### src/rtl/switch_debouncer.sv
`default_nettype none
// ============================================================================
// Module   : switch_debouncer
// Purpose  : Two-flop synchronizer plus per-bit consecutive-sample debounce
//            for the slide-switch bank, with one-cycle rise/fall/changed pulses.
// Revision : 1.0  initial release
// ============================================================================

module switch_debouncer #(
  parameter int WIDTH           = 11,
  parameter int DEBOUNCE_CYCLES = 1000000
) (
  input  logic             clk,
  input  logic             rst,
  input  logic [WIDTH-1:0] switches_raw,
  output logic [WIDTH-1:0] switches,
  output logic [WIDTH-1:0] rise,
  output logic [WIDTH-1:0] fall,
  output logic             changed
);

  // A single-cycle debounce still needs a one-bit counter, so the width floors at 1.
  localparam int CNT_W = (DEBOUNCE_CYCLES > 1) ? $clog2(DEBOUNCE_CYCLES) : 1;
  localparam logic [CNT_W-1:0] CNT_LAST = CNT_W'(DEBOUNCE_CYCLES - 1);
  localparam logic [CNT_W-1:0] CNT_ONE  = CNT_W'(1);

  logic [WIDTH-1:0] sync1;
  logic [WIDTH-1:0] sync2;
  logic [WIDTH-1:0] accept;

  always_ff @(posedge clk) begin
    if (rst) begin
      sync1 <= '0;
      sync2 <= '0;
    end else begin
      sync1 <= switches_raw;
      sync2 <= sync1;
    end
  end

  // Each bit is STABLE while its counter idles at zero and PENDING while the
  // synchronized level disagrees; any agreeing sample drops it back to STABLE.
  for (genvar i = 0; i < WIDTH; i++) begin : g_bit
    logic [CNT_W-1:0] cnt;

    assign accept[i] = (sync2[i] != switches[i]) && (cnt == CNT_LAST);

    always_ff @(posedge clk) begin
      if (rst) begin
        cnt <= '0;
      end else if ((sync2[i] == switches[i]) || accept[i]) begin
        cnt <= '0;
      end else begin
        cnt <= cnt + CNT_ONE;
      end
    end
  end

  always_ff @(posedge clk) begin
    if (rst) begin
      switches <= '0;
      rise     <= '0;
      fall     <= '0;
      changed  <= 1'b0;
    end else begin
      switches <= switches ^ accept;
      rise     <= accept & ~switches;
      fall     <= accept & switches;
      changed  <= |accept;
    end
  end

endmodule

`default_nettype wire

### config.mk
export PLATFORM = sky130hd
export DESIGN_NAME = switch_debouncer
export DESIGN_NICKNAME = d
export VERILOG_FILES = /design/src/rtl/switch_debouncer.sv
export SDC_FILE = /design/constraint.sdc
export NUM_CORES = 1
export LEC_CHECK = 0
export CAP_MARGIN = 20
export CORE_AREA = 2 2 135 137
export CTS_CLUSTER_SIZE = 12
export DETAILED_ROUTE_END_ITERATION = 16
export DIE_AREA = 0 0 137 139
export MAX_ROUTING_LAYER = met4
export PLACE_DENSITY = 0.84
export SYNTH_ARGS = -nofsm -noshare
export SYNTH_HDL_FRONTEND = slang
export SYNTH_SLANG_ARGS = --single-unit
### constraint.sdc
create_clock -name clk -period 4.84 [get_ports clk]
set_clock_uncertainty 0.15 [all_clocks]
set_input_delay 1.21 -clock clk [delete_from_list [all_inputs] [get_ports clk]]
set_output_delay 1.21 -clock clk [all_outputs]
set_load 0.05 [all_outputs]
==> impl_metrics.py, run 1 <==
metrics = {
    "status": {
        "status": "finished clean",
    },
    "placed_design": {
        "place.port_buffers": 46,
        "place_inst": 1493,
        "place_congestion": 0.803,
        "dp_hpwl_mm": 14.1,
        "dpl_worst_slack_ps": 1600,
    },
    "synth": {
        "yosysTopAreaCellShare": 0.491,
        "synth_cell_types": 41,
        "yosys_warnings": 0,
        "synth_nets": 1269,
        "synth_area_leaders": "dfxtp_1 (49%), xnor2_1 (9.2%), nor2_1 (8.9%)",
        "synth.cell_area_mm2": 0.0113,
        "synth-seq-area-share": 0.491,
        "syn_avg_cell_area_um2": 9.05,
        "synthFlopType": "dfxtp_1",
        "netlist_instances": 1245,
        "ys_seq_elements": 276,
        "async_flop_share": 0,
        "synth_edf_count": 0,
        "synth_top_area_cell": "dfxtp_1",
    },
    "power": {
        "p_per_area_mw_per_mm2": 342,
        "p_leak_nw": 4.10,
        "peakVddDrop_mv": 0.345,
        "total_power_mw": 4.37,
    },
    "routing": {
        "post_drt_wl_per_cell_um": 13.8,
        "ant_nets": 0,
        "vias": 8424,
        "firstDrtPassIters": 5,
        "drt_iter0_drc": 442,
        "vias_per_cell": 5.48,
        "wirelength_mm": 21.2,
        "drc": 0,
    },
    "clocking": {
        "htree_num_levels": 1,
        "cts_tree": "yes",
        "post_cts_buffers": 0,
        "clockBufferDepth": 3,
        "cts_buffers": 28,
        "clkTransAtPathRegs_ps": 50,
        "cts_root_buf": "clkbuf_16",
        "clk_latency_ps": 530,
        "cts.repair.resized": 0,
        "hold_buffers": 0,
        "cts.sinks": 276,
    },
    "global_routing": {
        "grt_pass1_wl_mm": 36.3,
        "grt_pass1_vias": 8229,
        "track_usage": 0.230,
        "overflow": 0,
        "antenna_found_initial": 0,
        "grt_max_degree": 50,
    },
    "sta": {
        "worst_slew_pin_slew_ps": 979,
        "maxSlewViolCount": 0,
        "period_share": 0.664,
        "fin_setup_tns_ps": 0,
        "rsz0062_at_grt": "false",
        "relSlewSlack": 0.341,
        "fmax_mhz": 311,
        "min_period_ps": 3220,
        "setup_viol": 0,
        "hold_viol_final": 0,
        "worst_slack_ps": 1620,
    },
    "layout": {
        "finalNonFillerCells": 1537,
        "final.fill_count": 1271,
        "final_net_count": 1318,
        "diodes": 0,
        "final_common_cell": "dfxtp_1",
        "layout-drive-gt1-share": 0.0375,
        "area_growth_pct": 13.4,
        "mostFrequentLayoutCells": "dfxtp_1 (276), nor2_1 (268), xnor2_1 (118)",
    },
    "floorplanning": {
        "die_w_um": 137,
        "chipHeight_um": 139,
        "ios": 47,
        "dieArea_mm2": 0.0190,
        "initial_core_util": 0.638,
        "core_area_mm2": 0.0177,
        "rows": 49,
    },
    "worst_setup_path": {
        "worstPathRequired_ps": 3480,
        "rrSetupSlack_ps": 2340,
        "reg2reg_from": "g_bit[3].cnt[10]",
        "reg2reg_to": "g_bit[3].cnt[3]",
        "path_buf_inv": 1,
        "startpoint_type": "register",
        "critPathTopFamily": "buffers and inverters",
        "slowest_stage": "clkdlybuf4s50_1",
        "path_class": "register to primary output",
        "critPathMaxFanout": 5,
        "crit_chain": "clkdlybuf4s50_1",
        "end_kind": "primary output",
        "rr_worst_depth": 4,
        "cpPeakStageDelay_ps": 920,
        "critPathArrivalTime_ps": 1860,
    },
    "worst_hold_path": {
        "worstHoldPathType": "register to register",
        "worstHoldEndpoint": "sync2[2]",
        "min_from": "sync1[2]",
        "min_path_cells": 1,
    },
    "run": {
        "cap_violations": 0,
    },
}
==> synthesized netlist by cell type, types with 2 or more instances <==
library cell / instances
o22a_1: 2
and3_1: 36
buf_2: 4
and3b_1: 2
nor4bb_1: 3
and4_1: 22
dfxtp_1: 276
xnor2_1: 118
clkbuf_1: 23
nor3b_1: 2
ha_1: 11
or4b_1: 2
nor2b_1: 25
nand3_1: 74
nand4_1: 43
nor4_1: 22
or3_1: 8
nand2_1: 74
and2_1: 11
or2_2: 3
nand3b_1: 3
nor2_1: 268
nor3_1: 33
a21oi_1: 6
o21ai_0: 7
nor4b_1: 26
mux2i_1: 9
or4_1: 6
inv_1: 28
xor2_1: 87
==> logic make-up (layout without fill, tap and decap cells) <==
| group | after synthesis | count (layout) | share of synthesized area |
|---|---|---|---|
| AO/OA/AOI/OAI | 20 | 20 | 0.0121 |
| buffers and inverters | 57 | 120 | 0.0198 |
| flip-flops | 276 | 276 | 0.491 |
| multiplexers | 9 | 9 | 0.00800 |
| adder cells (fa/ha/maj) | 11 | 11 | 0.0122 |
| XOR/XNOR | 205 | 205 | 0.159 |
| AND/OR/NAND/NOR | 667 | 667 | 0.298 |
==> metal layers <==
layer  share of wire  global-route usage
met1            0.45               0.285
met2            0.49               0.386
met3           0.043              0.0461
met4           0.018              0.0515
met5               0                   -
==> layout make-up <==
cell class / count / area (um2) / area share
Inverter: 28 / 105 / 0.00823
Tap cell: 229 / 287 / 0.0224
Multi-Input combinational cell: 912 / 5520 / 0.432
Sequential cell: 276 / 5530 / 0.433
Timing Repair Buffer: 48 / 470 / 0.0368
Clock buffer: 44 / 872 / 0.0683
==> where the power goes <==
part	total, mW	switching [mW]	internal [mW]
clock	2.03	0.819	1.21
sequential	2.29	0.00817	2.28
combinational	0.0490	0.0299	0.0191
total	4.37	0.857	3.52
==> state kept, by name, indices dropped and copies added, names as in the netlist, named ones only <==
| register | cells |
|---|---|
| sync2 | 11 |
| g_bit.cnt | 220 |
| rise | 11 |
| sync1 | 11 |
| fall | 11 |
| changed | 1 |
==> how the worst max path moves through the flow <==
stage                         from  slack (ps)               end  depth (start not counted)
final                     register        1620       switches[5]                          1
after global routing      register        1570       switches[5]                          1
after CTS                 register        1610       switches[5]                          1
after detailed placement       rst        1600  g_bit[1].cnt[15]                          5
after global placement         rst        1690  g_bit[1].cnt[15]                          5
after floorplan                rst        2200  g_bit[9].cnt[10]                          6
==> per-stage QoR <==
stage / utilization / hold WS (ps) / area, um2
2_1_floorplan: - / 262 / 11300
3_3_place_gp: 0.674 / 270 / 11900
3_5_place_dp: 0.674 / 275 / 11900
4_1_cts: 0.723 / 288 / 12800
5_1_grt: 0.723 / 309 / 12800
6_report: 0.723 / 285 / 12800
Note: power is estimated with default switching activity, not from simulation.
==> run 2: changes to the inputs <==
--- a/config.mk
+++ b/config.mk
@@ -6,12 +6,12 @@
 export NUM_CORES = 1
 export LEC_CHECK = 0
 export CAP_MARGIN = 20
-export CORE_AREA = 2 2 135 137
+export CORE_AREA = 2 2 141 143
 export CTS_CLUSTER_SIZE = 12
 export DETAILED_ROUTE_END_ITERATION = 16
-export DIE_AREA = 0 0 137 139
+export DIE_AREA = 0 0 143 145
 export MAX_ROUTING_LAYER = met4
-export PLACE_DENSITY = 0.84
+export PLACE_DENSITY = 0.77
 export SYNTH_ARGS = -nofsm -noshare
 export SYNTH_HDL_FRONTEND = slang
 export SYNTH_SLANG_ARGS = --single-unit
==> constraint.sdc (replaced) <==
create_clock -name clk -period 3 [get_ports clk]
set_clock_uncertainty 0.15 [all_clocks]
set_input_delay 0.75 -clock clk [delete_from_list [all_inputs] [get_ports clk]]
set_output_delay 0.75 -clock clk [all_outputs]
set_load 0.05 [all_outputs]
==> run 2 against run 1 <==
Total power increased by 60%. Non-clock buffer count rose by 5. Sequential share of layout area fell by 0.22 points. Cell count up 2.8%. Design area up 0.51%. Critical path depth did not move. Via count fell by 1.8%. Utilization down 5.5 points. First-iteration DRC count down 24%. Clock power is 59% higher. Critical endpoint unchanged.
==> impl_metrics.py, run 2 (synthesized netlist as in run 1, its figures left out) <==
metrics = {
    "clocking": {
        "htree_num_levels": 1,
        "clockBufferDepth": 3,
        "cts.repair.resized": 0,
        "cts_tree": "yes",
        "hold_buffers": 0,
        "post_cts_buffers": 0,
        "cts_buffers": 29,
        "cts.sinks": 276,
        "cts_root_buf": "clkbuf_16",
        "clk_latency_ps": 540,
        "clkTransAtPathRegs_ps": 60,
    },
    "power": {
        "combPwrFrac": 0.012,
        "p_int_mw": 5.58,
        "p_clk_frac": 0.461,
        "peakVddDrop_mv": 0.403,
        "seq_power_share": 0.527,
        "power.switching_mw": 1.43,
        "p_leak_nw": 4.12,
        "p_per_area_mw_per_mm2": 546,
        "total_power_mw": 7.01,
        "swShare": 0.203,
    },
    "floorplanning": {
        "initial_core_util": 0.586,
        "chipHeight_um": 145,
        "core_area_mm2": 0.0192,
        "dieArea_mm2": 0.0207,
        "ios": 47,
        "rows": 51,
        "die_w_um": 143,
    },
    "routing": {
        "wirelength_mm": 20.1,
        "post_drt_wl_per_cell_um": 12.7,
        "vias": 8274,
        "ant_nets": 0,
        "vias_per_cell": 5.24,
        "drt_iter0_drc": 336,
        "firstDrtPassIters": 4,
        "drc": 0,
    },
    "worst_setup_path": {
        "crit_chain": "clkdlybuf4s50_1",
        "critPathTopFamily": "buffers and inverters",
        "slowest_stage": "clkdlybuf4s50_1",
        "path_class": "register to primary output",
        "path_buf_inv": 1,
        "worstPathRequired_ps": 2100,
        "critPathArrivalTime_ps": 1830,
        "end_kind": "primary output",
        "cpPeakStageDelay_ps": 890,
        "startpoint_type": "register",
        "critPathMaxFanout": 5,
    },
    "run": {
        "cap_violations": 0,
    },
    "status": {
        "status": "finished clean",
    },
    "sta": {
        "hold_viol_final": 0,
        "min_period_ps": 2730,
        "setup_viol": 0,
        "relSlewSlack": 0.509,
        "fin_setup_tns_ps": 0,
        "maxSlewViolCount": 0,
        "fmax_mhz": 367,
        "rsz0062_at_grt": "false",
        "worst_slack_ps": 274,
        "period_share": 0.909,
        "worst_slew_pin_slew_ps": 730,
    },
    "layout": {
        "finalNonFillerCells": 1580,
        "top_register": "g_bit.cnt",
        "area_growth_pct": 14.0,
        "final_common_cell": "dfxtp_1",
        "mostFrequentLayoutCells": "dfxtp_1 (276), nor2_1 (268), xnor2_1 (118)",
        "largest_register_ff_count": 220,
        "final_net_count": 1324,
        "layout-drive-gt1-share": 0.0418,
        "diodes": 0,
    },
    "global_routing": {
        "grt_max_degree": 28,
        "antenna_found_initial": 0,
        "grt_pass1_wl_mm": 35.3,
        "overflow": 0,
        "track_usage": 0.202,
        "grt_pass1_vias": 7958,
    },
    "placed_design": {
        "place_inst": 1534,
        "place_congestion": 0.819,
        "dpl_worst_slack_ps": 490,
        "place.port_buffers": 46,
        "dp_hpwl_mm": 13.4,
    },
    "worst_hold_path": {
        "worstHoldPathType": "register to register",
    },
}
run 2: changes by cell type in the layout (fill, tap and decap cells not counted), sizes merged:
cell,delta
clkinvlp,+1
bufinv,+1
clkbuf,-7
inv,+1
clkinv,+6
buf,+5
run 2: power by group through the flow:
stage	clock network [mW]	logic [mW]	registers (mW)
CTS	3.31	0.0845	3.70
finish	3.23	0.0829	3.70
global placement	0	0.0838	3.78
floorplan	0	0.0515	3.77
global route	3.46	0.0933	3.70
detailed placement	0	0.0840	3.78
run 2: worst register-to-register path, stage by stage, from the launching register on:
cell     delay (ps)
dfxtp_1         330
or4b_2          680
nor4_1          230
nand4_1         310
nand2_1         570
nor2_1          110
run 2: final cells by class:
class / instances / area, um2
timing repair buffer: 53 / 520
tap: 265 / 332
inverter: 28 / 105
sequential: 276 / 5530
fill: 1597 / 6370
clock buffer: 37 / 766
clock inverter: 9 / 76.3
multi-input combinational: 912 / 5520
run 2: stage by stage:
step	util	cell area, um2	hold WS (ps)
final	0.668	12800	286
after global routing	0.668	12800	303
after CTS	0.668	12800	288
after detailed placement	0.625	12000	277
after global placement	0.625	12000	269
after floorplan	-	11300	262
run 2: metal layers:
metal | global-route usage | share of wire | wire length, um | up-vias
met5 | - | 0 | 0 | -
met4 | 0.0520 | 0.021 | 415 | 0
met3 | 0.0373 | 0.035 | 711 | 36
met2 | 0.324 | 0.46 | 9250 | 92
met1 | 0.265 | 0.48 | 9680 | 3838
li1 | - | - | - | 4308
run 2: path summary, 6_finish.rpt:
path / from / end / slack (ps) / cells past startpoint
max: register / switches[5] / 270 / 1
min: g_bit[5].cnt[0] / g_bit[5].cnt[0] / 290 / 1
max reg2reg: g_bit[1].cnt[7] / g_bit[1].cnt[13] / 480 / 5
min reg2reg: g_bit[5].cnt[0] / g_bit[5].cnt[0] / 290 / 1
==> run 3: changes to the inputs <==
--- a/config.mk
+++ b/config.mk
@@ -15,3 +15,4 @@
 export SYNTH_ARGS = -nofsm -noshare
 export SYNTH_HDL_FRONTEND = slang
 export SYNTH_SLANG_ARGS = --single-unit
+export TNS_END_PERCENT = 50
==> results of run 3 <==
Final layout, timing and power as in run 2 (identical DEF).
